### config.mk
export PLATFORM = sky130hd
export DESIGN_NAME = accum_mw_seq
export DESIGN_NICKNAME = d
export VERILOG_FILES = /design/src/rtl/accum_mw_seq.sv
export SDC_FILE = /design/constraint.sdc
export NUM_CORES = 1
export LEC_CHECK = 0
export ABC_CLOCK_PERIOD_IN_PS = 2100
export BUFFER_PORTS_ARGS = -buffer_cell sky130_fd_sc_hd__buf_4
export CELL_PAD_IN_SITES_DETAIL_PLACEMENT = 1
export CELL_PAD_IN_SITES_GLOBAL_PLACEMENT = 1
export CORE_MARGIN = 2
export CORE_UTILIZATION = 39
export CTS_BUF_LIST = sky130_fd_sc_hd__clkbuf_4 sky130_fd_sc_hd__clkbuf_8
export CTS_CLUSTER_DIAMETER = 150
export DETAILED_ROUTE_END_ITERATION = 7
export GPL_ROUTABILITY_DRIVEN = 0
export HOLD_SLACK_MARGIN = 0.05
export PLACE_DENSITY = 0.87
export SLEW_MARGIN = 20
export SYNTH_ARGS = -nofsm -noshare
export SYNTH_HDL_FRONTEND = slang
export SYNTH_SLANG_ARGS = --single-unit
export TNS_END_PERCENT = 50
### constraint.sdc
create_clock -name clk_i -period 2.1 [get_ports clk_i]
set_clock_uncertainty 0.2 [all_clocks]
set_input_delay 0.105 -clock clk_i [delete_from_list [all_inputs] [get_ports clk_i]]
set_output_delay 0.105 -clock clk_i [all_outputs]
set_load 0.005 [all_outputs]
### src/rtl/accum_mw_seq.sv
// ----------------------------------------------------------------------------
// accum_mw_seq
//
// Multi-word accumulate sequencer. Performs ACC = ACC +/- OPERAND on an
// NWORDS x 16-bit accumulator by time-sharing one external 16-bit adder
// slice, one word per cycle, least-significant word first. The adder's cascade
// output (carry on add, borrow on subtract) is registered and fed back as the
// carry-in of the next word.
//
// Sequence: IDLE (accept) -> RUN (NWORDS cycles) -> DONE (1 cycle) -> IDLE.
//
// Build option:
//   ACCUM_MW_SATURATE_EN - when defined, a signed overflow on the final word
//                          clamps the whole accumulator to the most positive or
//                          most negative value instead of wrapping. OVERFLOW is
//                          reported in both builds and latency is unchanged.
// ----------------------------------------------------------------------------
module accum_mw_seq #(
    parameter int unsigned NWORDS = 3
) (
    input  logic                   clk_i,
    input  logic                   rst_ni,

    // Requester side
    input  logic                   in_valid_i,
    output logic                   in_ready_o,
    input  logic [16*NWORDS-1:0]   operand_i,
    input  logic                   addsub_i,
    input  logic                   clear_i,
    output logic [16*NWORDS-1:0]   acc_out_o,
    output logic                   out_valid_o,
    output logic                   overflow_o,

    // External 16-bit adder slice
    output logic [15:0]            add_a_o,
    output logic [15:0]            add_b_o,
    output logic                   add_addsub_o,
    output logic                   add_ci_o,
    input  logic [15:0]            add_sum_i,
    input  logic                   add_cocas_i
);

    localparam int unsigned W    = 16 * NWORDS;
    localparam int unsigned IdxW = (NWORDS > 1) ? $clog2(NWORDS) : 1;

    localparam logic [IdxW-1:0] LastIdx = IdxW'(NWORDS - 1);

    localparam logic [1:0] StIdle = 2'd0;
    localparam logic [1:0] StRun  = 2'd1;
    localparam logic [1:0] StDone = 2'd2;

    // Clamp values used when saturation is enabled.
    localparam logic [W-1:0] SatMax = {1'b0, {(W-1){1'b1}}};
    localparam logic [W-1:0] SatMin = {1'b1, {(W-1){1'b0}}};

    logic [1:0]      state_q, state_d;
    logic [IdxW-1:0] idx_q,   idx_d;
    logic [W-1:0]    acc_q,   acc_d;
    logic [W-1:0]    opnd_q,  opnd_d;
    logic            op_q,    op_d;
    logic            cas_q,   cas_d;
    logic            ovf_q,   ovf_d;

    logic [15:0]     acc_word;
    logic [15:0]     opnd_word;
    logic            is_run;
    logic            is_last;
    logic            sa, sb, sr;
    logic            ovf_calc;

    assign is_run  = (state_q == StRun);
    assign is_last = (idx_q == LastIdx);

    // Select the accumulator and operand words addressed by the word index.
    always_comb begin
        acc_word  = '0;
        opnd_word = '0;
        for (int unsigned i = 0; i < NWORDS; i++) begin
            if (idx_q == IdxW'(i)) begin
                acc_word  = acc_q[16*i +: 16];
                opnd_word = opnd_q[16*i +: 16];
            end
        end
    end

    // Signed overflow of the full-width result, evaluated on the final word.
    // sa is taken from the accumulator before the MSW is overwritten.
    always_comb begin
        sa = acc_q[W-1];
        sb = opnd_q[W-1];
        sr = add_sum_i[15];
        if (op_q) begin
            ovf_calc = (sa != sb) && (sr != sa);
        end else begin
            ovf_calc = (sa == sb) && (sr != sa);
        end
    end

    // Next-state logic for the sequencer and its datapath registers.
    always_comb begin
        state_d = state_q;
        idx_d   = idx_q;
        acc_d   = acc_q;
        opnd_d  = opnd_q;
        op_d    = op_q;
        cas_d   = cas_q;
        ovf_d   = ovf_q;

        case (state_q)
            StIdle: begin
                if (in_valid_i) begin
                    opnd_d  = operand_i;
                    op_d    = addsub_i;
                    idx_d   = '0;
                    cas_d   = 1'b0;
                    if (clear_i) begin
                        acc_d = '0;
                    end
                    state_d = StRun;
                end
            end

            StRun: begin
                for (int unsigned i = 0; i < NWORDS; i++) begin
                    if (idx_q == IdxW'(i)) begin
                        acc_d[16*i +: 16] = add_sum_i;
                    end
                end
                cas_d = add_cocas_i;
                if (is_last) begin
                    ovf_d   = ovf_calc;
                    idx_d   = '0;
                    state_d = StDone;
`ifdef ACCUM_MW_SATURATE_EN
                    // Clamp toward the sign of the original accumulator.
                    if (ovf_calc) begin
                        acc_d = sa ? SatMin : SatMax;
                    end
`endif
                end else begin
                    idx_d = idx_q + 1'b1;
                end
            end

            StDone: begin
                state_d = StIdle;
            end

            default: begin
                state_d = StIdle;
            end
        endcase
    end

    // State and datapath registers; reset aborts any operation in flight.
    always_ff @(posedge clk_i or negedge rst_ni) begin
        if (!rst_ni) begin
            state_q <= StIdle;
            idx_q   <= '0;
            acc_q   <= '0;
            opnd_q  <= '0;
            op_q    <= 1'b0;
            cas_q   <= 1'b0;
            ovf_q   <= 1'b0;
        end else begin
            state_q <= state_d;
            idx_q   <= idx_d;
            acc_q   <= acc_d;
            opnd_q  <= opnd_d;
            op_q    <= op_d;
            cas_q   <= cas_d;
            ovf_q   <= ovf_d;
        end
    end

    // Handshake/status outputs and adder drive; adder inputs are quiet outside RUN.
    always_comb begin
        in_ready_o   = (state_q == StIdle);
        out_valid_o  = (state_q == StDone);
        acc_out_o    = acc_q;
        overflow_o   = ovf_q;
        add_a_o      = is_run ? acc_word  : 16'h0000;
        add_b_o      = is_run ? opnd_word : 16'h0000;
        add_addsub_o = is_run ? op_q      : 1'b0;
        // cas_q is cleared on accept, so word 0 always sees CI = 0.
        add_ci_o     = is_run ? cas_q     : 1'b0;
    end

endmodule

# Yosys cells after proc, flatten, opt, wreduce, memory -nomap -nowiden
# Index checks and enable logic that the tools add are counted.
[word_totals]
regBits = 103
in_bits = 70
output_inout_bits = 85
elab_cells = 59
[op_classes]
add_sub_neg = 1
eq_ne = 12
mux = 25
n_reduce_logical = 12
[ops]
columns = ["op", "count"]
rows = [
  ["$mux W16", 11],
  ["$mux W48", 2],
  ["$pmux W48 S2", 1],
  ["$reduce_and A4 Y1", 3],
  ["$mux W2", 4],
  ["$ne A2 B1 Y1 const B", 4],
  ["$pmux W2 S2", 2],
  ["$reduce_and A2 Y1", 4],
  ["$eq A2 B1 Y1 const B", 2],
  ["$eq A2 B2 Y1 const B", 2],
  ["$logic_not A2 Y1", 2],
  ["$mux W1", 4],
  ["$add A2 B1 Y2 const B", 1],
  ["$logic_and A1 B1 Y1", 2],
  ["$ne A1 B1 Y1", 2],
  ["$ne A2 B2 Y1 const B", 1],
  ["$pmux W1 S2", 1],
  ["$reduce_bool A2 Y1", 1],
  ["$eq A1 B1 Y1", 1],
]

# Longest topological paths before layout
# Gate-level depths: netlist of run 1.
[depth]
word_depth = 5
ltp_mapped = 6
mapped_depth_nobuf = 3

# Least setup slack after synthesis of run 1
# OpenSTA, ideal clock, no wires.
[synth_timing]
kind = "register to register"
from = "reg state_q[0]"
to = "reg opnd_q[10]"
setup_time_ns = 0.117
arrival_time_ns = 1.349
required_ns = 1.783
slack_ns = 0.434
stages_incl_launch_ff = 7
path_buffers = 3
synth_period_minus_slack_ns = 1.666
path_cell_list = "dfrtp_1 buf_6 or3b_2 buf_2 buf_2 nand2_1 nand2_1"
[synth_via]
elab_chain_len = 2
[synth_lines]
columns = ["element", "line_no", "text"]
rows = [
  ["start, declared", "56", "logic [1:0] state_q, state_d;"],
  ["start signal, assigned", "158", "state_q <= StIdle;"],
  ["start signal, assigned", "166", "state_q <= state_d;"],
  ["$logic_not A2 Y1", "109", "case (state_q)"],
  ["$reduce_and A2 Y1 (no source line)", "n/a", ""],
  ["end signal, assigned", "169", "opnd_q <= opnd_d;"],
  ["end, declared", "59", "logic [W-1:0] opnd_q, opnd_d;"],
]
# No other way between the ends.
# A chain may end at the register's enable or synchronous reset.

# Worst setup path after layout of run 1
[layout_timing]
from = "reg idx_q[0]"
to = "out add_b_o[14]"
[layout_via]
elab_chain_len = 5
elab_cells_between_ends = 7
classes_between = "2 x eq/ne; 4 x mux; 1 x reduce/logical"
[layout_lines]
columns = ["element", "line_no", "text"]
rows = [
  ["start, declared", "57", "logic [IdxW-1:0] idx_q, idx_d;"],
  ["start signal, assigned", "167", "idx_q <= idx_d;"],
  ["$logic_not A2 Y1", "79", "if (idx_q == IdxW'(i)) begin"],
  ["$mux W16 (2 in a row)", "79", ""],
  ["$mux W16 (*)", "79", ""],
  ["$mux W16 (*)", "183", "add_b_o = is_run ? opnd_word : 16'h0000;"],
  ["end, declared", "36", "output logic [15:0] add_b_o,"],
]
# Every way passes the cells marked *; elsewhere a longest branch is shown, timed or not.

==> results of run 1 <==
## through the flow
| step | setup slack [ps] | setup TNS, ps |
|---|---|---|
| 6_report | 38.7 | 0 |
| 5_1_grt | -28.1 | -76.4 |
| 4_1_cts | -20.8 | -20.8 |
| 3_5_place_dp | 140 | 0 |
| 3_3_place_gp | 247 | 0 |
| 2_1_floorplan | 434 | 0 |
## worst paths after layout
path                       slack (ps)  startpoint  depth (start not counted)       endpoint
min reg2reg                       280   opnd_q[4]                          2      opnd_q[4]
min                                70      rst_ni                          2  acc_out_o[36]
max in group asynchronous         910      rst_ni                          3     opnd_q[14]
max                                40    idx_q[0]                          5    add_b_o[14]
max reg2reg                        80    idx_q[0]                          4  acc_out_o[15]
min in group clk_i                 70     clear_i                          4  acc_out_o[32]
## flip-flops by register name, indices dropped and copies added, names as in the netlist
register    flops
cas_q           1
acc_out_o      48
state_q         2
op_q            1
opnd_q         48
overflow_o      1
idx_q           2
## cell families (layout without fill, tap and decap cells)
kind of cell	after synthesis	after routing	share of synthesized area, %
flops	103	103	52.6
buf+inv	52	281	5.26
compound gates	72	72	11.6
simple gates	231	231	20.3
mux	49	49	10.0
xor+xnor	1	1	0.179
## worst max-delay path: stages (launching register included)
cell	delay [ps]
dfrtp_2	500
buf_12	200
mux2i_1	120
or2_2	290
a21oi_2	150
buf_4	130
## cell type report
type	instances	area [um2]
Sequential cell	103	2580
Timing Repair Buffer	249	2130
Tap cell	168	210
Clock buffer	14	180
Fill cell	1347	4780
Inverter	16	60.1
Clock inverter	2	37.5
Multi-Input combinational cell	353	2130
## metal layers
metal	up-vias	part of all wire (%)
met5	-	0
met4	0	1.7
met3	25	5.2
met2	176	52
met1	2296	42
li1	2119	-
## power groups by stage
| stage | Combinational (mW) | Sequential, mW | Clock (mW) |
|---|---|---|---|
| 5_1_grt | 6.28 | 3.75 | 1.48 |
| 3_3_place_gp | 5.07 | 3.57 | 0 |
| 6_report | 5.77 | 3.64 | 1.36 |
| 3_5_place_dp | 5.32 | 3.64 | 0 |
| 4_1_cts | 5.49 | 3.61 | 1.37 |
| 2_1_floorplan | 3.10 | 3.43 | 0 |
## layout by cell type, fill, tap and decap left out, drive strengths merged
cell type,instances
or2,15
inv,16
nor3,1
nand3,1
a31o,2
clkbuf,14
a2bb2oi,17
mux2i,49
xnor2,1
buf,181
clkinvlp,1
a21o,2
dlygate4sd3,68
a21oi,18
a22o,32
nand2,180
bufinv,1
nand3b,3
and2,3
nor2,18
dfrtp,103
nor2b,5
o21ai,1
nor3b,2
nand2b,1
or3b,2
## what timing repair did
action / CTS / global route
setup endpoints to repair: 7 / 29
gates cloned: 0 / 0
hold endpoints to repair: 203 / 0
resized for setup: 5 / 17
hold buffers: 68 / 0
setup buffers: 0 / 5
==> run summary, run 1 <==
Synthesis produced a netlist whose cell count is 508. The relative slew slack is 61.4%. Synthesis inferred 103 register bits. The run gives 816 as the number of instances in the placed design. The tightest hold path in the finished design has a slack of 67.9 ps. Among all flip-flop cells after synthesis, the most frequent one is dfrtp_1.

For this run, design rule violations remaining after detail routing come to 0. The post-route non-filler standard cell count is 905. Power spread over the standard cell area amounts to 1470 nW/um2.

Counting flops with a built-in enable in the synthesized netlist gives 0. Detailed placement ended at an HPWL of 11000 um. The overall die area came out at 13500 um2. The share of total power in combinational logic was 53.6%; the initial antenna violation count was 0. For the number of violations reported at the end of detailed-routing iteration 0, the log shows 173. For this design the total switching power over the nets is 4.22 mW.

Among all cell types in the netlist, the one instantiated most often is nand2_1. The die height was 116 um. The total routed wirelength is 17000 um. Number of inserted diodes: 0.

Power comes to 10.8 mW. The run gives 4900 um2 as the post-synthesis instance area. The fraction of post-synthesis cell area in the top cell type by area was 52.6%.

Global routing used 25.7% of the available tracks across all layers. The post-place instance area came out at 6300 um2. The worst vdd rail ir drop was 513 uV. The fraction of final layout cells sized beyond drive strength 1 was 32.0%. The maximum clock path buffer count is 2, and the clock transition at the registers of the reported paths is 100 ps. Endpoint kind of the worst setup timing path: an output port.

Sorting the synthesized cells by area gives the leading types as dfrtp_1 (53%), nand2_1 (14%), mux2i_1 (10%), a22o_1 (5.7%), a2bb2oi_1 (3.0%). 155 I/O pins were placed. The synthesis-to-finish area growth is 49.8%. The flow ran to the end, and the final reports show no timing, DRC or antenna violations. In this run the worst path has a maximum fanout of 18. TritonCTS built the clock tree. The run gives 33.8% as the sequential share of power. The master cell of the clock root buffer was clkbuf_8. The worst min-delay path class was input pin to asynchronous set/reset pin. The logs give 5084 for the via count of the first global-routing pass and 12100 um2 for the core footprint.

For this run, global-route usage on met1 was measured as 31.2%. Kind of critical path: flop to output port. Derived from the worst setup path, the maximum achievable clock frequency is 0.485 GHz. The run gives 3 as the total number of H-tree levels. The first global-routing pass estimated 26500 um of wire. The overall die width works out to 116 um. The tools report the final design utilization as 60.5%. The slew at the pin with the worst max-slew slack came out at 578 ps.

The via density per instance was 5.10; the cell leakage power was 3.72 nW. The post-route standard cell area excluding fillers was 7330 um2. The count of vias placed by the detailed router is 4616. The tree built by TritonCTS fans out to 103 sinks. The final critical path takes up 98.2% of the cycle. Max-cap violations in this run came to 0. Setup repair after global routing could not meet its margin everywhere. The Yosys step of the flow raised 0 warnings. The starting utilization of the core area was 40.4%; the cell-internal power was 6.56 mW. The most used routing layer in global routing was met2.

For this run, global-route usage on met2 was measured as 46.5%. Summed over all layers, the global routing overflow is 0. The count of nets left with antenna violations once routing finished came out at 0. The async set or reset register ratio after synthesis is 100%. The library cell with the largest summed area after synthesis was dfrtp_1.

The share of the yosys chip area belonging to registers is 52.6%. Counting the buffers created by CTS gives 9. In this run the tool buffered the top-level ports with 154 buffer cells. The net switching share of the total power came out at 39.1%. Clock share of power: 12.6%. In the final routed layout, each cell accounts on average for 18.8 um. The tools report the hold violation total from the final report as 0. Setup violations remaining at the end of the flow were counted as 0. The worst setup path is launched from a flop. Mean area per synthesized cell: 9.64 um2. The placement row count came out at 40.

The final count of pins violating max slew was 0; the net count after synthesis was 578. The critical path arrival was 1760 ps; the pin count of the biggest net entering global routing was 50. The run gives 5.02% as the met3 capacity usage during global routing. The worst path in the final design needs a cycle of 2060 ps, including I/O delays and setup. The first-pass detailed-route iteration total came out at 4.

By count the netlist is led by nand2_1 (180), dfrtp_1 (103), mux2i_1 (49), a22o_1 (32), nor2_1 (18). The tools report the worst-skew pair later-pin latency as 370 ps. For the net total in the final layout, the log shows 802. The netlist uses 28 different library cells. The critical path required time was 1790 ps.
Note: power is estimated with default switching activity, not from simulation.
==> inputs of run 2 (changes only) <==
--- a/config.mk
+++ b/config.mk
@@ -17,6 +17,7 @@
 export GPL_ROUTABILITY_DRIVEN = 0
 export HOLD_SLACK_MARGIN = 0.05
 export PLACE_DENSITY = 0.87
+export SETUP_SLACK_MARGIN = 0.2
 export SLEW_MARGIN = 20
 export SYNTH_ARGS = -nofsm -noshare
 export SYNTH_HDL_FRONTEND = slang
==> run 2 against run 1 <==
Against the previous run: the run now ends with negative setup slack left; utilization up 3.2 points; wire length grew 11%; non-clock buffer count increased by 21; power is 9.1% higher; clock power about the same; flip-flop and latch count did not move; critical path depth increased by 2; via count is 4.4% higher; fmax is 4.7% lower; register-to-register slack improved by 50 ps; critical endpoint is now add_a_o[1]; largest cell class unchanged.
==> run summary, run 2 (synthesis gave the netlist of run 1 again) <==
Timing would allow up to 0.462 GHz. The critical path arrival is 1860 ps. The critical path is of the flop to output port type. The run gives 226 as the number of violations reported at the end of detailed-routing iteration 0.

Total number of H-tree levels: 3. For this design the static power due to leakage is 3.88 nW. Worst min-delay path class: input pin to asynchronous set/reset pin. The worst-skew pair later-pin latency was 370 ps. Compared with the post-synthesis result, the final layout area differs by 57.7%. Worst-path maximum fanout: 8. In this run the tool buffered the top-level ports with 154 buffer cells. In this run the critical register-to-register path is captured at acc_out_o[9]. The top cell types in the final layout, fill and taps aside, are nand2_1 (179), buf_4 (179), dfrtp_1 (101), dlygate4sd3_1 (68), mux2i_1 (43). The number of inserted diodes is 0. The flow ran to the end, but the final reports show violations. The final number of setup-violating endpoints is 5, and the remaining number of nets flagged by the antenna check after routing is 0. The clock network is responsible for 11.7% of the overall power. The tools report the net total in the final layout as 823.

CTS saw 103 sinks. The run gives 1790 ps as the critical path required time. The count of unresolved DRC violations after routing came out at 0. Across all register-to-register paths, the minimum setup slack is 130 ps. The average wire per standard cell came out at 20.5 um.

The run gives 61.3% as the relative slew slack. For this run, the slowest stage of the critical path takes 480 ps. The pre-antenna-repair detailed-routing pass consisted of 4 iterations.

The tools report the master cell of the clock root buffer as clkbuf_8. The final reports fail on negative setup slack. The half-perimeter wire length of the detailed placement result is 11000 um, and the starting utilization of the core area is 40.4%. The tools report the hold violation total from the final report as 0. The worst setup path is launched from a flop.

The fraction of final layout cells sized beyond drive strength 1 is 35.9%. After floorplanning, the core was divided into 40 placement rows. Overall power consumption after layout is estimated at 11.8 mW. The region available for standard cell placement spans 12100 um2. The path depth of the worst reg2reg path was 5; the die height was 116 um. The critical path contains buffers and inverters numbering 4 combined. Of the total power, registers draw 31.2%. The via count of the first global-routing pass came out at 5161. On the critical path, the stage with the largest delay is an instance of dfrtp_2. The number of clock buffers inserted by TritonCTS was 9; the clock transition at the registers of the reported paths was 100 ps. At the pin with the least slew margin, the transition time is 580 ps.

The worst setup path is captured at an output port. Prior to clock tree synthesis, the placed netlist has a worst setup slack of 140 ps. The overall die width came out at 116 um. Maximum clock path buffer count: 2. TritonCTS built the clock tree. For this run the aggregate overflow at the end of global routing stands at 0. The post-route clock period utilization is 103%. Traced cell by cell, the critical path runs through buf_4, nor2b_4, buf_4, buf_12, a2bb2oi_1, nor2_1, buf_4. The overall die area is 13500 um2. For the global-route wire length before repair, the log shows 27200 um. The number of ports placed on the die boundary was 155; the pin count of the biggest net entering global routing was 50. The share of total power in combinational logic was 57.0%. The instance count on the critical path is 7, and the max capacitance violation total is 0.

For the worst vdd rail ir drop, the log shows 503 uV. The tools report the final critical-path setup slack as -64.0 ps. The net load switching power is 4.63 mW, and the cell-internal power is 7.13 mW. Setup repair after global routing could not meet its margin everywhere. For the count of vias placed by the detailed router, the log shows 4817.

Among cell families on the critical path, the largest total delay comes from buffers and inverters. Global routing used 26.5% of the available tracks. The final period demand of the worst path was 2160 ps; the via density per instance was 5.20. The final count of pins violating max slew was 0; the initial antenna violation count was 0.

The total routed wirelength was 19000 um. Among the stages of the critical path, the cell type that occurs most often is buf_4. The net switching share of the total power was 39.4%. In this run the critical register-to-register path is launched from idx_q[0]. The final design utilization is 63.7%. For this design the ratio of total power to cell area is 1520 nW/um2.
==> run 2: area by class of cell <==
type	instances	area (um2)
Clock buffer	14	180
Fill cell	1337	4390
Multi-Input combinational cell	353	2240
Timing Repair Buffer	270	2410
Tap cell	168	210
Inverter	16	60.1
Sequential cell	103	2580
Clock inverter	2	37.5
==> run 2: timing repair <==
| item | 4_1_cts | 5_1_grt |
|---|---|---|
| hold endpoints to repair | 203 | 0 |
| resized for setup | 31 | 35 |
| pin swaps | 3 | 11 |
| hold buffers | 68 | 0 |
| setup endpoints to repair | 66 | 79 |
| cloned | 0 | 3 |
| buffers inserted | 8 | 15 |
==> run 2: worst max path at each step <==
| stage | startpoint | end |
|---|---|---|
| finish | idx_q[0] | add_a_o[1] |
| CTS | idx_q[0] | add_b_o[9] |
| global route | idx_q[0] | add_a_o[2] |
| detailed placement | state_q[0] | acc_out_o[9] |
| global placement | state_q[0] | acc_out_o[4] |
| floorplan | state_q[0] | opnd_q[10] |
==> run 2: stage by stage <==
stage / cell area [um2] / hold slack, ps / TNS [ps] / instances
6_report: 7720 / 72.0 / -161 / 926
5_1_grt: 7720 / 105 / -1640 / 926
4_1_cts: 7400 / 84.9 / 0 / 908
3_5_place_dp: 6300 / -63.8 / 0 / 816
3_3_place_gp: 6300 / -81.5 / 0 / 816
2_1_floorplan: 4900 / -391 / 0 / 508
==> run 2: power by group through the flow <==
| stage | clock (mW) | sequential (mW) | combinational (mW) |
|---|---|---|---|
| 5_1_grt | 1.50 | 3.78 | 7.21 |
| 6_report | 1.38 | 3.68 | 6.71 |
| 3_5_place_dp | 0 | 3.64 | 5.32 |
| 4_1_cts | 1.37 | 3.61 | 5.90 |
| 3_3_place_gp | 0 | 3.57 | 5.07 |
| 2_1_floorplan | 0 | 3.43 | 3.10 |
==> run 2: layer usage <==
metal / routed length, um / vias to the layer above / part of all wire, % / track usage, %
li1: - / 2162 / - / -
met1: 7460 / 2418 / 39 / 31.3
met2: 9950 / 188 / 52 / 48.7
met3: 1030 / 49 / 5.4 / 5.13
met4: 546 / 0 / 2.9 / 8.10
met5: 0 / - / 0 / 0
